File: src/rtl/hangman_pkg.sv
// Shared constants and scancode lookup for the hangman keyboard and text paths.
// Latency: n/a (package only).
// Backpressure: n/a.
package hangman_pkg;

  localparam logic [4:0] LETTER_ENTER = 5'd26;
  localparam logic [4:0] LETTER_NONE  = 5'd31;

  localparam logic [7:0] SC_BREAK = 8'hF0;
  localparam logic [7:0] SC_EXT   = 8'hE0;
  localparam logic [7:0] SC_ENTER = 8'h5A;

  typedef enum logic [1:0] {
    FR_IDLE,
    FR_DATA,
    FR_PARITY,
    FR_STOP
  } frame_state_t;

  // Set-2 make code to letter index (A=0 .. Z=25, Enter=26); anything else maps to NONE.
  function automatic logic [4:0] scancode_to_letter(input logic [7:0] sc);
    logic [4:0] code;
    code = LETTER_NONE;
    case (sc)
      8'h1C: code = 5'd0;   8'h32: code = 5'd1;   8'h21: code = 5'd2;
      8'h23: code = 5'd3;   8'h24: code = 5'd4;   8'h2B: code = 5'd5;
      8'h34: code = 5'd6;   8'h33: code = 5'd7;   8'h43: code = 5'd8;
      8'h3B: code = 5'd9;   8'h42: code = 5'd10;  8'h4B: code = 5'd11;
      8'h3A: code = 5'd12;  8'h31: code = 5'd13;  8'h44: code = 5'd14;
      8'h4D: code = 5'd15;  8'h15: code = 5'd16;  8'h2D: code = 5'd17;
      8'h1B: code = 5'd18;  8'h2C: code = 5'd19;  8'h3C: code = 5'd20;
      8'h2A: code = 5'd21;  8'h1D: code = 5'd22;  8'h22: code = 5'd23;
      8'h35: code = 5'd24;  8'h1A: code = 5'd25;  8'h5A: code = LETTER_ENTER;
      default: code = LETTER_NONE;
    endcase
    return code;
  endfunction

endpackage

File: src/rtl/ps2_rx_frame.sv
// PS/2 pin synchroniser, falling-edge detect, 11-bit frame FSM with idle timeout.
// Latency: byte_valid/byte_err are combinational strobes in the cycle the stop-bit edge is seen.
// Backpressure: none; the keyboard cannot be stalled, so every byte is presented exactly once.
module ps2_rx_frame
  import hangman_pkg::*;
#(
  parameter int TIMEOUT_CYCLES = 50000
) (
  input  logic       clk,
  input  logic       resetn,
  input  logic       ps2_clk,
  input  logic       ps2_dat,
  output logic       byte_valid,
  output logic [7:0] byte_data,
  output logic       byte_err
);

  localparam int CW = $clog2(TIMEOUT_CYCLES + 1);
  localparam logic [CW-1:0] TO_LAST = CW'(TIMEOUT_CYCLES - 1);
  localparam logic [CW-1:0] CNT_MAX = {CW{1'b1}};

  logic clk_s1, clk_s2, clk_d;
  logic dat_s1, dat_s2;

  frame_state_t  state;
  logic [2:0]    bit_cnt;
  logic [7:0]    shreg;
  logic          par_bit;
  logic [CW-1:0] to_cnt;

  logic fall;
  logic stop_ok;
  logic timeout_hit;

  // Two-flop synchronisers plus the edge register; idle-high reset so reset release is not an edge.
  always_ff @(posedge clk or negedge resetn) begin
    if (!resetn) begin
      clk_s1 <= 1'b1;
      clk_s2 <= 1'b1;
      clk_d  <= 1'b1;
      dat_s1 <= 1'b1;
      dat_s2 <= 1'b1;
    end else begin
      clk_s1 <= ps2_clk;
      clk_s2 <= clk_s1;
      clk_d  <= clk_s2;
      dat_s1 <= ps2_dat;
      dat_s2 <= dat_s1;
    end
  end

  assign fall        = clk_d & ~clk_s2;
  assign stop_ok     = dat_s2 & (^{shreg, par_bit});
  assign timeout_hit = !fall && (state != FR_IDLE) && (to_cnt == TO_LAST);

  // Frame FSM: sample data on each falling edge, abandon a partial frame after the idle timeout.
  always_ff @(posedge clk or negedge resetn) begin
    if (!resetn) begin
      state   <= FR_IDLE;
      bit_cnt <= 3'd0;
      shreg   <= 8'd0;
      par_bit <= 1'b0;
      to_cnt  <= '0;
    end else if (fall) begin
      to_cnt <= '0;
      case (state)
        FR_IDLE: begin
          if (!dat_s2) begin
            state   <= FR_DATA;
            bit_cnt <= 3'd0;
          end
        end
        FR_DATA: begin
          shreg   <= {dat_s2, shreg[7:1]};
          bit_cnt <= bit_cnt + 3'd1;
          if (bit_cnt == 3'd7) state <= FR_PARITY;
        end
        FR_PARITY: begin
          par_bit <= dat_s2;
          state   <= FR_STOP;
        end
        default: state <= FR_IDLE;
      endcase
    end else if (state != FR_IDLE) begin
      if (timeout_hit) begin
        state  <= FR_IDLE;
        to_cnt <= '0;
      end else if (to_cnt != CNT_MAX) begin
        to_cnt <= to_cnt + 1'b1;
      end
    end else begin
      to_cnt <= '0;
    end
  end

  assign byte_valid = fall && (state == FR_STOP) && stop_ok;
  assign byte_err   = (fall && (state == FR_STOP) && !stop_ok) || timeout_hit;
  assign byte_data  = shreg;

endmodule

File: src/rtl/ps2_letter_rx.sv
// PS/2 keyboard to letter strobe: decodes make/break/extended codes and drops repeats.
// Latency: pressed/frame_err rise 1 clk after the stop-bit edge (edge is 3 clk after the pin falls).
// Backpressure: none; pressed is a one-cycle strobe and letter holds until the next press.
module ps2_letter_rx
  import hangman_pkg::*;
#(
  parameter int TIMEOUT_CYCLES = 50000
) (
  input  logic       clk,
  input  logic       resetn,
  input  logic       ps2_clk,
  input  logic       ps2_dat,
  output logic       pressed,
  output logic [4:0] letter,
  output logic       held,
  output logic       frame_err
);

  logic       byte_valid;
  logic [7:0] byte_data;
  logic       byte_err;

  logic       brk;
  logic       ext;
  logic [7:0] last_code;
  logic [4:0] code_map;

  ps2_rx_frame #(
    .TIMEOUT_CYCLES(TIMEOUT_CYCLES)
  ) u_frame (
    .clk       (clk),
    .resetn    (resetn),
    .ps2_clk   (ps2_clk),
    .ps2_dat   (ps2_dat),
    .byte_valid(byte_valid),
    .byte_data (byte_data),
    .byte_err  (byte_err)
  );

  // Extended codes only recognise keypad Enter; plain codes go through the shared table.
  always_comb begin
    code_map = LETTER_NONE;
    if (ext) begin
      if (byte_data == SC_ENTER) code_map = LETTER_ENTER;
    end else begin
      code_map = scancode_to_letter(byte_data);
    end
  end

  // Prefix tracking, release/repeat suppression and registered press/error strobes.
  always_ff @(posedge clk or negedge resetn) begin
    if (!resetn) begin
      pressed   <= 1'b0;
      letter    <= LETTER_NONE;
      held      <= 1'b0;
      frame_err <= 1'b0;
      brk       <= 1'b0;
      ext       <= 1'b0;
      last_code <= 8'd0;
    end else begin
      pressed   <= 1'b0;
      frame_err <= 1'b0;
      if (byte_err) begin
        // A damaged frame may have been a prefix; forget prefixes so the next code reads clean.
        frame_err <= 1'b1;
        brk       <= 1'b0;
        ext       <= 1'b0;
      end else if (byte_valid) begin
        if (byte_data == SC_BREAK) begin
          brk <= 1'b1;
        end else if (byte_data == SC_EXT) begin
          ext <= 1'b1;
        end else begin
          brk <= 1'b0;
          ext <= 1'b0;
          if (brk) begin
            if (byte_data == last_code) begin
              held      <= 1'b0;
              last_code <= 8'd0;
            end
          end else if (code_map != LETTER_NONE &&
                       !(held && byte_data == last_code)) begin
            letter    <= code_map;
            pressed   <= 1'b1;
            held      <= 1'b1;
            last_code <= byte_data;
          end
        end
      end
    end
  end

endmodule

File: config.mk
export PLATFORM = sky130hd
export DESIGN_NAME = ps2_letter_rx
export DESIGN_NICKNAME = d
export VERILOG_FILES = /design/src/rtl/hangman_pkg.sv /design/src/rtl/ps2_rx_frame.sv /design/src/rtl/ps2_letter_rx.sv
export SDC_FILE = /design/constraint.sdc
export NUM_CORES = 1
export LEC_CHECK = 0
export ABC_AREA = 1
export BUFFER_PORTS_ARGS = -buffer_cell sky130_fd_sc_hd__buf_2
export CAP_MARGIN = 10
export CORE_MARGIN = 4
export CORE_UTILIZATION = 45
export CTS_BUF_LIST = sky130_fd_sc_hd__clkbuf_4
export DETAILED_ROUTE_END_ITERATION = 8
export PLACE_DENSITY = 0.59
export SYNTH_ARGS = -nofsm -noshare
export SYNTH_HDL_FRONTEND = slang
export SYNTH_HIERARCHICAL = 1
export SYNTH_SLANG_ARGS = --single-unit
File: constraint.sdc
create_clock -name clk -period 2.6 [get_ports clk]
set_input_delay 0.39 -clock clk [delete_from_list [all_inputs] [get_ports clk]]
set_output_delay 0.39 -clock clk [all_outputs]
set_load 0.03 [all_outputs]
==> impl_metrics.yaml <==
status:
  outcome: "finished clean"
global_route:
  grt_max_degree: 22
  met2_usage_pct: 32.59
  antenna_found_initial: 0
  grt_overflow: 0
  grt_pass1_wl_um: 13450
  track_usage_pct: 18.35
  grt_use_met1_pct: 22.64
  grt_util_met3_pct: 2.789
  grt_pass1_vias: 2936
  top_usage_layer: "met2"
pwr:
  total_power_uw: 2887
  ir_drop_mv: 0.3507
  powerDensity_mw_per_mm2: 760.4
  p_leak_uw: 0.001898
synth:
  synth_seq_cells: 53
  ys_warn_count: 6
  synthesis.area_mm2: 0.003523
  syn_nets: 494
  ys_async_sr_fraction_pct: 100.0
  avgSynthCellArea_um2: 7.433
  ys_seq_area_share_pct: 38.00
  syn_inst: 474
  synth-edff-count: 0
  synth.distinct_cells: 41
  ys.flop_type: "dfrtp_1"
flow_run:
  drv_cap: 0
cts:
  cts_setup_buffers: 0
  root_buffer: "clkbuf_4"
  clockBufferDepth: 2
  cts_resized: 0
  clkLatencyLatePin_ns: 0.38
  cts_htree_levels: 2
  numCtsBuffers: 5
  clk_pin_slew_worst_paths_ns: 0.17
  clock-sinks: 53
  cts_tree: "yes"
timing:
  fin_skew_ns: 0.01747
  tns_ns: 0
  max_freq_ghz: 0.4420
  hold_violations: 0
  rsz0062_at_grt: "no"
  slew_headroom_pct: 69.32
  tightest_slew_ns: 0.4591
  fin_crit_sh_pct: 87.02
  setup_viol: 0
  slew_violations: 0
  holdWs_ns: 0.09378
  layout_min_cycle_time_ns: 2.263
floorplanning:
  core-area_mm2: 0.007687
  dieArea_mm2: 0.009309
  floorplan.initialDensity_pct: 45.83
  die_x_um: 96.49
  die_h_um: 96.49
  ioPinCount: 12
  rows: 32
route:
  wl_per_cell_um: 12.85
  viasPerCell: 5.093
  wirelength_um: 7710
  drt_iter0_drc: 139
  num_vias: 3056
  drtAntennaViolNets: 0
  drc: 0
  first_pass_iters: 4
setup_path:
  crit_type: "flip-flop to flip-flop"
  worstRegToRegCells: 15
  critPathMaxFanout: 18
  crit_arrival_ns: 2.56
  cp-start-kind: "flip-flop"
  required_ns: 2.90
  crit_path_end_kind: "flip-flop"
cells_and_area:
  syn_to_final_growth_pct: 7.741
  layout-drive-gt1-share_pct: 16.06
  nets: 517
  diodes: 0
place:
  io_buffers: 11
  hpwl_um: 5915
  gp_congestion: 0.8913
hold_path:
  whs_path_depth: 1
  hp-class: "primary input to flip-flop"
-- routing by layer --
metal | share of wire, % | wire length, um
met1 | 46 | 3514
met2 | 50 | 3833
met3 | 2.2 | 170
met4 | 2.5 | 192
met5 | 0 | 0
-- sequential cells by signal, summed over array words and instances (netlist names) --
name and cells:
letter 5, u_frame/dat_s1 1, u_frame/bit_cnt 3, held 1, u_frame/clk_s2 1, u_frame/dat_s2 1
pressed 1, u_frame/state 2, u_frame/clk_d 1, brk 1, u_frame/byte_data 8, frame_err 1
u_frame/par_bit 1, last_code 8, u_frame/clk_s1 1, u_frame/to_cnt 16, ext 1
-- path summary, 6_finish.rpt --
check	startpoint	end	slack [ns]
max reg2reg	u_frame/byte_data[4]	last_code[6]	0.34
min reg2reg	u_frame/clk_s1	u_frame/clk_s2	0.37
min	ps2_clk	u_frame/clk_s1	0.09
max	u_frame/byte_data[4]	last_code[6]	0.34
max in group asynchronous	resetn	letter[3]	1.52
min in group asynchronous	resetn	u_frame/to_cnt[5]	0.43
-- layout by cell type (no fill, tap or decap), types with 6 or more instances in the layout --
master	netlist	layout
nand2_1	144	144
nand3_1	56	56
dfrtp_1	43	43
inv_1	39	39
nor2_1	32	32
o21ai_0	21	21
o21ai_1	16	16
ha_1	16	16
nand4_1	12	12
buf_4	0	12
buf_2	1	11
dfstp_2	10	10
xnor2_1	9	9
inv_2	8	8
a21oi_1	8	8
nor2_2	6	6
-- layout make-up --
type | count | area, um2
clock buffers | 5 | 37.54
clock inverters | 3 | 21.27
fillers | 814 | 3891
inverters | 49 | 188.9
multi-input cells | 364 | 1927
flip-flops and latches | 53 | 1339
well taps | 102 | 127.6
repair buffers | 24 | 155.1
-- timing repair --
item | CTS | global route
hold endpoints to repair | 12 | 0
hold buffers | 1 | 0
setup endpoints to repair | 0 | 0
-- cell families (layout without fill, tap and decap cells) --
family	Yosys count	in the layout	share of synthesized area [%]
XOR/XNOR	12	12	2.983
AND/OR/NAND/NOR	279	279	36.90
adder cells (fa/ha/maj)	16	16	5.682
flip-flops	53	53	38.00
buffers and inverters	57	81	7.315
AO/OA/AOI/OAI	57	57	9.127
-- report_power, final --
part           switching, uW  internal, uW  leakage [uW]
Clock                    278           108     0.0000316
Sequential               117           922      0.000694
Combinational            937           526       0.00117
-- critical path, cell delays in order, from the launching register on --
cell	delay [ns]
dfrtp_1	0.60
inv_1	0.13
nand2_1	0.08
nand2_1	0.07
nand2_1	0.07
nand3_1	0.08
nand3_1	0.10
nand3_1	0.09
nand2_1	0.06
nand2_1	0.09
nor3_2	0.25
nand3_1	0.12
inv_2	0.18
nand2_8	0.12
nand3_1	0.09
nand2_1	0.05
-- Yosys cell counts, types with 2 or more instances --
cell type / count / area share (%)
nor3_2: 2 / 0.57
or2_2: 2 / 0.36
or2_1: 2 / 0.36
inv_2: 8 / 0.85
nand3_1: 56 / 8.0
nor3_1: 5 / 0.71
dfrtp_1: 43 / 31
ha_1: 16 / 5.7
nand2_2: 5 / 0.89
or2_0: 2 / 0.36
nand4_1: 12 / 2.1
a31o_2: 4 / 0.99
inv_1: 39 / 4.2
nand2_4: 2 / 0.64
nand3_2: 2 / 0.57
nor2_2: 6 / 1.1
xnor2_1: 9 / 2.2
nand2_1: 144 / 15
o21ai_1: 16 / 2.3
a21oi_1: 8 / 1.1
nor2_1: 32 / 3.4
o21ai_0: 21 / 3.0
a21oi_2: 3 / 0.75
dfstp_2: 10 / 7.5
nand3b_1: 2 / 0.43
buf_6: 5 / 1.6
clkbuf_1: 2 / 0.21
xor2_1: 3 / 0.75
-- stage by stage --
stage	util (%)	setup WS (ns)	instances	instance area, um2
final	49.38	0.3374	600	3796
after global routing	49.38	0.08984	600	3796
after global placement	48.49	0.4443	591	3727
after floorplan	-	0.5186	474	3523
after CTS	49.38	0.3410	600	3796
after detailed placement	48.49	0.3594	591	3727
Note: power is estimated with default switching activity, not from simulation.
